===== config.mk =====
export PLATFORM = sky130hd
export DESIGN_NAME = tli4970_array_reader_flat
export DESIGN_NICKNAME = d
export VERILOG_FILES = /design/src/rtl/tli4970_array_reader_if.sv /design/src/rtl/tli4970_array_reader.sv /design/src/flat_wrapper.sv
export SDC_FILE = /design/constraint.sdc
export NUM_CORES = 1
export LEC_CHECK = 0
export BUFFER_PORTS_ARGS = -buffer_cell sky130_fd_sc_hd__buf_4
export CAP_MARGIN = 20
export CORE_MARGIN = 10
export CORE_UTILIZATION = 55
export CTS_CLUSTER_SIZE = 16
export DETAILED_ROUTE_END_ITERATION = 16
export PLACE_DENSITY = 0.82
export SYNTH_ARGS = -nofsm -noshare
export SYNTH_HDL_FRONTEND = slang
export SYNTH_SLANG_ARGS = --single-unit

===== constraint.sdc =====
create_clock -name clock -period 5.62 [get_ports clock]
set_input_delay 0.843 -clock clock [delete_from_list [all_inputs] [get_ports clock]]
set_output_delay 0.843 -clock clock [all_outputs]
set_load 0.05 [all_outputs]

===== src/rtl/tli4970_array_reader_if.sv =====
// Avalon-MM slave bus bundle for tli4970_array_reader.
//
// Read handshake: the master holds read and address until waitrequest is low.
// waitrequest is high in the first read cycle and low in the second, when
// readdata is valid. Writes complete in the cycle write is high, without
// waiting.
interface tli4970_array_reader_if;
    logic [7:0]  address;
    logic        write;
    logic [31:0] writedata;
    logic        read;
    logic [31:0] readdata;
    logic        waitrequest;

    modport master (
        output address, write, writedata, read,
        input  readdata, waitrequest
    );

    modport slave (
        input  address, write, writedata, read,
        output readdata, waitrequest
    );
endinterface


===== src/rtl/tli4970_array_reader.sv =====
// tli4970_array_reader: sweeps TLI4970 current sensors on a shared SPI bus
// (CPOL=0/CPHA=1, 16 bits, MSB first). Frames are validated and stored per
// sensor and exposed on an Avalon-MM slave.
// Optional macro TLI4970_AVERAGE_EN adds a 4-deep sample history per sensor,
// read at 0x60+i as a signed average.
module tli4970_array_reader #(
    parameter int NUMBER_OF_SENSORS = 4,
    parameter int CLOCK_SPEED_HZ    = 50_000_000,
    parameter int SPI_FREQUENCY_HZ  = 1_000_000,
    parameter int UPDATE_FREQUENCY  = 10_000,
    parameter int CURRENT_OFFSET    = 4096
) (
    input  logic                         clock,
    input  logic                         reset_n,
    tli4970_array_reader_if.slave        avs,
    output logic [NUMBER_OF_SENSORS-1:0] ss_n_o,
    input  logic                         miso,
    output logic                         sck,
    output logic [2:0]                   o_dbg_state
);
    localparam int N    = NUMBER_OF_SENSORS;
    localparam int HALF = CLOCK_SPEED_HZ / (2 * SPI_FREQUENCY_HZ);
    localparam int IW   = (N > 1) ? $clog2(N) : 1;
    localparam int CW   = $clog2(2 * HALF) + 1;
    localparam logic [CW-1:0] C_HALF = CW'(HALF - 1);
    localparam logic [CW-1:0] C_GAP  = CW'(2 * HALF - 1);
    localparam logic [31:0]   RST_PERIOD = 32'(CLOCK_SPEED_HZ / UPDATE_FREQUENCY);
    localparam logic [N-1:0]  ONE = 1;

    typedef enum logic [2:0] {
        S_IDLE, S_SELECT, S_SHIFT, S_HOLD, S_CHECK, S_GAP, S_NEXT
    } state_t;

    state_t         r_state, w_state_nxt;
    logic [IW-1:0]  r_idx, w_idx_nxt;
    logic [CW-1:0]  r_cnt, w_cnt_nxt;
    logic           r_sck, w_sck_nxt;
    logic [3:0]     r_bit;
    logic [15:0]    r_shift;
    logic [N-1:0]   r_ss_n;
    logic           w_sample, w_start, w_check, w_cnt_zero;

    logic [N-1:0]   r_mask;
    logic [31:0]    r_period, r_tmr;
    logic           r_pend, w_expire;

    logic [12:0]    r_raw    [N];
    logic [15:0]    r_errcnt [N];
    logic [N-1:0]   r_valid, r_ocd, r_perr;
    logic           w_accept, w_perr_ev;
    logic [N-1:0]   w_clr;

    logic           w_first_found, w_up_found;
    logic [IW-1:0]  w_first_idx, w_up_idx;

    logic           r_rd_done;
    logic [31:0]    r_readdata, w_rd_data;
    logic [4:0]     w_sel;
    logic [IW-1:0]  w_ri;
    logic           w_in_range;

`ifdef TLI4970_AVERAGE_EN
    logic [12:0]        r_hist [N][4];
    logic signed [31:0] w_sum;
`endif

    assign ss_n_o          = r_ss_n;
    assign sck             = r_sck;
    assign o_dbg_state     = r_state;
    assign avs.readdata    = r_readdata;
    assign avs.waitrequest = avs.read & ~r_rd_done;
    assign w_cnt_zero      = (r_cnt == '0);

    // Lowest enabled sensor overall, and lowest enabled sensor above the current one.
    always_comb begin
        w_first_found = 1'b0;
        w_first_idx   = '0;
        w_up_found    = 1'b0;
        w_up_idx      = '0;
        for (int i = N - 1; i >= 0; i--) begin
            if (r_mask[i]) begin
                w_first_found = 1'b1;
                w_first_idx   = IW'(i);
            end
            if (r_mask[i] && (i > int'(r_idx))) begin
                w_up_found = 1'b1;
                w_up_idx   = IW'(i);
            end
        end
    end

    // Sweep sequencer: next state, sensor index, half-period counter and SCK level.
    always_comb begin
        w_state_nxt = r_state;
        w_idx_nxt   = r_idx;
        w_cnt_nxt   = w_cnt_zero ? r_cnt : r_cnt - CW'(1);
        w_sck_nxt   = 1'b0;
        w_sample    = 1'b0;
        w_start     = 1'b0;
        w_check     = 1'b0;
        case (r_state)
            S_IDLE: begin
                if (r_pend && w_first_found) begin
                    w_state_nxt = S_SELECT;
                    w_idx_nxt   = w_first_idx;
                    w_cnt_nxt   = C_HALF;
                    w_start     = 1'b1;
                end
            end
            S_SELECT: begin
                if (w_cnt_zero) begin
                    w_state_nxt = S_SHIFT;
                    w_cnt_nxt   = C_HALF;
                    w_sck_nxt   = 1'b1;
                end
            end
            S_SHIFT: begin
                w_sck_nxt = r_sck;
                if (w_cnt_zero) begin
                    w_cnt_nxt = C_HALF;
                    w_sck_nxt = ~r_sck;
                    if (r_sck) begin
                        w_sample = 1'b1;
                        if (r_bit == 4'd15) w_state_nxt = S_HOLD;
                    end
                end
            end
            S_HOLD: begin
                if (w_cnt_zero) w_state_nxt = S_CHECK;
            end
            S_CHECK: begin
                w_check     = 1'b1;
                w_state_nxt = S_GAP;
                w_cnt_nxt   = C_GAP;
            end
            S_GAP: begin
                if (w_cnt_zero) w_state_nxt = S_NEXT;
            end
            S_NEXT: begin
                if (w_up_found) begin
                    w_state_nxt = S_SELECT;
                    w_idx_nxt   = w_up_idx;
                    w_cnt_nxt   = C_HALF;
                end else begin
                    w_state_nxt = S_IDLE;
                end
            end
            default: w_state_nxt = S_IDLE;
        endcase
    end

    // Sequencer registers; chip select follows the next state so it never glitches.
    always_ff @(posedge clock or negedge reset_n) begin
        if (!reset_n) begin
            r_state <= S_IDLE;
            r_idx   <= '0;
            r_cnt   <= '0;
            r_sck   <= 1'b0;
            r_bit   <= '0;
            r_shift <= '0;
            r_ss_n  <= '1;
        end else begin
            r_state <= w_state_nxt;
            r_idx   <= w_idx_nxt;
            r_cnt   <= w_cnt_nxt;
            r_sck   <= w_sck_nxt;
            if (r_state == S_SELECT) r_bit <= '0;
            else if (w_sample)       r_bit <= r_bit + 4'd1;
            if (w_sample) r_shift <= {r_shift[14:0], miso};
            if (w_state_nxt == S_SELECT || w_state_nxt == S_SHIFT || w_state_nxt == S_HOLD)
                r_ss_n <= ~(ONE << w_idx_nxt);
            else
                r_ss_n <= '1;
        end
    end

    // Period timer; a pending expiry is held until the sequencer starts a sweep.
    assign w_expire = (r_period == '0) || (r_tmr >= r_period - 32'd1);
    always_ff @(posedge clock or negedge reset_n) begin
        if (!reset_n) begin
            r_tmr  <= '0;
            r_pend <= 1'b0;
        end else begin
            r_tmr <= w_expire ? '0 : r_tmr + 32'd1;
            if (w_expire)     r_pend <= 1'b1;
            else if (w_start) r_pend <= 1'b0;
        end
    end

    // Configuration registers written from the bus.
    always_ff @(posedge clock or negedge reset_n) begin
        if (!reset_n) begin
            r_mask   <= '1;
            r_period <= RST_PERIOD;
        end else if (avs.write) begin
            if (avs.address == 8'h80) r_mask   <= avs.writedata[N-1:0];
            if (avs.address == 8'h81) r_period <= avs.writedata;
        end
    end

    // Frame classification: type-1 frames are ignored entirely.
    assign w_accept  = w_check && !r_shift[15] && !(^r_shift);
    assign w_perr_ev = w_check && !r_shift[15] &&  (^r_shift);
    assign w_clr     = (avs.write && avs.address == 8'h82) ? avs.writedata[N-1:0] : '0;

    // Per-sensor data, status and error counters; a bus clear overrides CHECK.
    always_ff @(posedge clock or negedge reset_n) begin
        if (!reset_n) begin
            r_valid <= '0;
            r_ocd   <= '0;
            r_perr  <= '0;
            for (int i = 0; i < N; i++) begin
                r_raw[i]    <= '0;
                r_errcnt[i] <= '0;
`ifdef TLI4970_AVERAGE_EN
                for (int k = 0; k < 4; k++) r_hist[i][k] <= '0;
`endif
            end
        end else begin
            for (int i = 0; i < N; i++) begin
                if (w_accept && r_idx == IW'(i)) begin
                    r_raw[i]   <= r_shift[12:0];
                    r_valid[i] <= 1'b1;
                    r_ocd[i]   <= r_shift[13];
`ifdef TLI4970_AVERAGE_EN
                    r_hist[i][0] <= r_shift[12:0];
                    for (int k = 1; k < 4; k++) r_hist[i][k] <= r_hist[i][k-1];
`endif
                end
                if (w_perr_ev && r_idx == IW'(i)) begin
                    r_perr[i] <= 1'b1;
                    if (r_errcnt[i] != 16'hFFFF) r_errcnt[i] <= r_errcnt[i] + 16'd1;
                end
                if (w_clr[i]) begin
                    r_perr[i]   <= 1'b0;
                    r_errcnt[i] <= '0;
                    r_valid[i]  <= 1'b0;
`ifdef TLI4970_AVERAGE_EN
                    for (int k = 0; k < 4; k++) r_hist[i][k] <= '0;
`endif
                end
            end
        end
    end

    assign w_sel      = avs.address[4:0];
    assign w_ri       = w_sel[IW-1:0];
    assign w_in_range = int'(w_sel) < N;

`ifdef TLI4970_AVERAGE_EN
    assign w_sum = 32'(r_hist[w_ri][0]) + 32'(r_hist[w_ri][1]) + 32'(r_hist[w_ri][2])
                 + 32'(r_hist[w_ri][3]) - 32'(4 * CURRENT_OFFSET);
`endif

    // Read data decode; anything unmapped returns a recognisable marker.
    always_comb begin
        w_rd_data = 32'hDEADBEEF;
        case (avs.address[7:5])
            3'd0: if (w_in_range) w_rd_data = {19'b0, r_raw[w_ri]};
            3'd1: if (w_in_range) w_rd_data = {19'b0, r_raw[w_ri]} - 32'(CURRENT_OFFSET);
            3'd2: if (w_in_range) w_rd_data = {r_errcnt[w_ri], 13'b0, r_perr[w_ri], r_ocd[w_ri], r_valid[w_ri]};
`ifdef TLI4970_AVERAGE_EN
            3'd3: if (w_in_range) w_rd_data = w_sum >>> 2;
`endif
            3'd4: begin
                if (avs.address == 8'h80) w_rd_data = 32'(r_mask);
                if (avs.address == 8'h81) w_rd_data = r_period;
            end
            default: w_rd_data = 32'hDEADBEEF;
        endcase
    end

    // One wait state per read: capture in the first cycle, present in the second.
    always_ff @(posedge clock or negedge reset_n) begin
        if (!reset_n) begin
            r_rd_done  <= 1'b0;
            r_readdata <= '0;
        end else if (avs.read && !r_rd_done) begin
            r_rd_done  <= 1'b1;
            r_readdata <= w_rd_data;
        end else begin
            r_rd_done  <= 1'b0;
        end
    end
endmodule


===== src/flat_wrapper.sv =====
// flat-port wrapper written by rule: the top's interface ports become plain ports
module tli4970_array_reader_flat 
#(
    parameter int NUMBER_OF_SENSORS = 4,
    parameter int CLOCK_SPEED_HZ    = 50_000_000,
    parameter int SPI_FREQUENCY_HZ  = 1_000_000,
    parameter int UPDATE_FREQUENCY  = 10_000,
    parameter int CURRENT_OFFSET    = 4096
)
  (clock, reset_n, ss_n_o, miso, sck, o_dbg_state, avs_address, avs_write, avs_writedata, avs_read, avs_readdata, avs_waitrequest);
  tli4970_array_reader_if avs_i ();
  input  logic clock;
  input  logic reset_n;
  output logic [NUMBER_OF_SENSORS-1:0] ss_n_o;
  input  logic miso;
  output logic sck;
  output logic [2:0] o_dbg_state;
  input wire logic [$bits(avs_i.address)-1:0] avs_address;
  input wire logic [$bits(avs_i.write)-1:0] avs_write;
  input wire logic [$bits(avs_i.writedata)-1:0] avs_writedata;
  input wire logic [$bits(avs_i.read)-1:0] avs_read;
  output wire logic [$bits(avs_i.readdata)-1:0] avs_readdata;
  output wire logic [$bits(avs_i.waitrequest)-1:0] avs_waitrequest;
  assign avs_i.address = avs_address;
  assign avs_i.write = avs_write;
  assign avs_i.writedata = avs_writedata;
  assign avs_i.read = avs_read;
  assign avs_readdata = avs_i.readdata;
  assign avs_waitrequest = avs_i.waitrequest;
  tli4970_array_reader #(.NUMBER_OF_SENSORS(NUMBER_OF_SENSORS), .CLOCK_SPEED_HZ(CLOCK_SPEED_HZ), .SPI_FREQUENCY_HZ(SPI_FREQUENCY_HZ), .UPDATE_FREQUENCY(UPDATE_FREQUENCY), .CURRENT_OFFSET(CURRENT_OFFSET)) u_core (.clock(clock), .reset_n(reset_n), .avs(avs_i), .ss_n_o(ss_n_o), .miso(miso), .sck(sck), .o_dbg_state(o_dbg_state));
endmodule

==> flow_summary.yaml <==
worst_setup_path:
  r2r-start: "u_core.r_period[4]$_DFFE_PN0P_"
  cp-end-kind: "flop"
  crit_path_start: "u_core.r_period[4]$_DFFE_PN0P_"
  worstPathArrival_ns: 4.82
  path_class: "flop to flop"
  ff2ff_path_depth: 14
  worstPathRequired_ns: 6.06
  worstPathMaxFanout: 33
  cpMaxStageDelayCell: "or4_4"
  worst-path-stages: 14
  crit_family: "simple AND/OR/NAND/NOR gates"
  worst_setup_path_start_kind: "flop"
  slowest_delay_ns: 0.56
  cp_cell_sequence: "nor4_1 > nand3b_1 > or4_4 > or3_1 > nor4_1 > xnor2_1 > ha_1 > a21o_1 > a21oi_1 > o21ai_0 > a31oi_1 > o311ai_2 > a31o_4 > a21o_1"
  cp_num_buf_inv: 0
  reg2reg_slack_ns: 1.24
  rr_endpoint: "u_core.r_pend$_DFFE_PN0P_"
power:
  p_leak_nw: 7.24
  power_per_cell_area_nw_per_um2: 337
  peakVddDrop_v: 0.000254
finish:
  layout_common_cells: "dfrtp_1, nor2_1, nand2_1, buf_4, mux2_2"
  final_layout_size_suffix_gt1_share_pct: 20.6
  finalNetCount: 1547
  diodes: 0
  fin_cells: 1817
  final_common_cell: "dfrtp_1"
  areaGrowthSynthToFinish_pct: 13.5
sta:
  drv_slew: 0
  finClkSkew_ns: 0.0225
  fin_crit_sh_pct: 78.0
  max_freq_mhz: 228
  setup_violations: 0
  period_needed_ns: 4.38
  fin_tns_setup_ns: 0
  rsz0062_at_grt: "no"
  finalWorstSetupSlack_ns: 1.24
  hold_viol: 0
  worst_slew_pin_slew_ns: 1.05
  relSlewSlack_pct: 29.9
die:
  die-width_um: 181
  die_h_um: 181
  die-area_sq_um: 32900
  core_sq_um: 25800
  rows: 59
  pin_count: 86
  initial_core_util_pct: 55.5
detailed_routing:
  num_vias: 11500
  routed_wl_mm: 39.5
  ant_nets: 0
  drc_errors: 0
  drt_iter0_drc: 1140
  avgViaCountPerCell: 6.31
  firstDrtPassIters: 6
  wl_per_cell_um: 21.7
placed_design:
  io_buffers: 85
  dp_hpwl_mm: 27.6
  dpl.cell_count: 1765
  place_ws_ns: 1.26
  gp_congestion: 0.941
logic_synthesis:
  ys_seq_elements: 267
  synth_top_family_by_area: "simple AND/OR/NAND/NOR gates"
  muxShareOfSynthArea_pct: 12.8
  syn_nets: 1478
  synth-edff-count: 0
  async_reset_ff_share_pct: 100
  synth_top_area_cell: "dfrtp_1"
  synth_compound_area_share_pct: 8.69
  yosys_warnings: 0
  ys.flop_type: "dfrtp_1"
  synth_top_area_share_pct: 44.3
  avgSynthCellArea_sq_um: 10.3
  netlist_instances: 1392
  synthXorXnorAreaFrac_pct: 7.88
  syn_area_sq_um: 14300
  seq_area_frac_synth_pct: 46.7
  ys_types: 65
  synth-simple-area-share_pct: 17.9
  yosys.area_share.adder_pct: 3.58
  synth_area_leaders: "dfrtp_1, mux2_2, mux4_2, xnor2_1, nor2_1"
global_route:
  grt_max_degree: 121
  grt_pass1_vias: 11300
  antenna_found_initial: 0
  grt_busiest_layer: "met2"
  grtUsageTotal_pct: 23.1
  grtUsageMet3_pct: 4.75
  grt_pass1_wl_mm: 62.4
  use_met2_pct: 38.7
  use_met1_pct: 28.5
  gr-total-overflow: 0
clocking:
  post-cts-setup-buffers: 0
  clockRootBuffer: "clkbuf_16"
  cts_tree: "built"
  clock_sinks: 267
  clk_pin_slew_worst_paths_ns: 0.06
  cts_buffer_depth: 3
  ctsHoldBuffers: 0
  htreeDepth: 1
  clk_latency_ns: 0.56
  cts_made_buffers: 27
  cts_resized: 0
hold_path:
  hold_path_class: "input pin to async pin"
run:
  cap_violations: 0
run_status:
  status: "complete, no violations"
sequential cells by signal, summed over array words and instances (netlist names):
name	flops
u_core.r_tmr	32
u_core.sck	1
u_core.ss_n_o	4
u_core.r_bit	4
u_core.r_mask	4
u_core.r_errcnt	64
u_core.r_pend	1
u_core.o_dbg_state	3
u_core.r_period	32
u_core.r_ocd	4
u_core.avs.readdata	32
u_core.r_valid	4
u_core.r_raw	52
u_core.r_idx	2
u_core.r_rd_done	1
u_core.r_perr	4
u_core.r_shift	16
u_core.r_cnt	7
final cells by class:
type | count | area [sq um]
repair buffers | 101 | 773
clock buffers | 36 | 749
fillers | 2005 | 9560
multi-input cells | 1038 | 7320
flip-flops and latches | 267 | 6700
well taps | 335 | 419
inverters | 26 | 97.6
clock inverters | 14 | 213
cells by family (layout without fill, tap and decap cells):
family,count (synthesis),count (layout)
and+or+nand+nor,535,535
xor gates and xnor gates,129,129
muxes,132,132
adders and majority gates,41,41
buffers and inverters,87,177
DFF,267,267
AOI/OAI and AO/OA,201,201
metal layers:
| layer | wire length (um) | up-vias |
|---|---|---|
| li1 | - | 5092 |
| met1 | 15200 | 5738 |
| met4 | 1660 | 0 |
| met3 | 3160 | 109 |
| met2 | 19400 | 519 |
| met5 | 0 | - |
power breakdown:
group          internal [W]  switching (W)  total, W
combinational      0.000497       0.000785   0.00128
sequential          0.00207       0.000195   0.00226
clock               0.00117       0.000773   0.00194
synthesized netlist by cell type (3+ instances only):
master,n
nor2b_1,7
mux4_2,32
nor4b_1,4
or4_1,6
or2_2,5
and3_1,20
a31o_2,4
a32oi_1,3
nor3b_1,6
buf_1,9
dfstp_2,13
a21o_1,16
nand4_1,28
nand2_1,140
o31ai_1,6
nand3_1,58
nand2b_1,12
ha_1,41
mux2_2,93
xnor2_1,73
inv_1,25
or3_1,11
nor3_1,43
a21oi_1,64
clkbuf_1,47
buf_6,3
xor2_1,56
a31oi_1,15
dfrtp_1,254
and4_1,8
o22a_1,6
nor4_1,18
nor2_1,150
and2_1,11
mux2i_1,7
o211ai_1,4
o21ai_0,60
worst max path at each step:
stage                                end  slack [ns]
6_report       u_core.r_pend$_DFFE_PN0P_        1.24
5_1_grt        u_core.r_pend$_DFFE_PN0P_        0.85
4_1_cts        u_core.r_pend$_DFFE_PN0P_        1.25
3_5_place_dp   u_core.r_pend$_DFFE_PN0P_        1.26
3_3_place_gp   u_core.r_pend$_DFFE_PN0P_        1.33
2_1_floorplan  u_core.r_tmr[5]$_DFF_PN0_        1.59
stage by stage:
step	hold WS [ns]	area, sq um	power (W)	util [%]
5_1_grt	0.424	16300	0.00573	63.0
3_3_place_gp	0.474	15300	0.00350	59.2
6_report	0.329	16300	0.00549	63.0
2_1_floorplan	0.457	14300	0.00318	-
3_5_place_dp	0.484	15300	0.00354	59.2
4_1_cts	0.399	16300	0.00548	62.9
(Power assumes the default switching activity.)
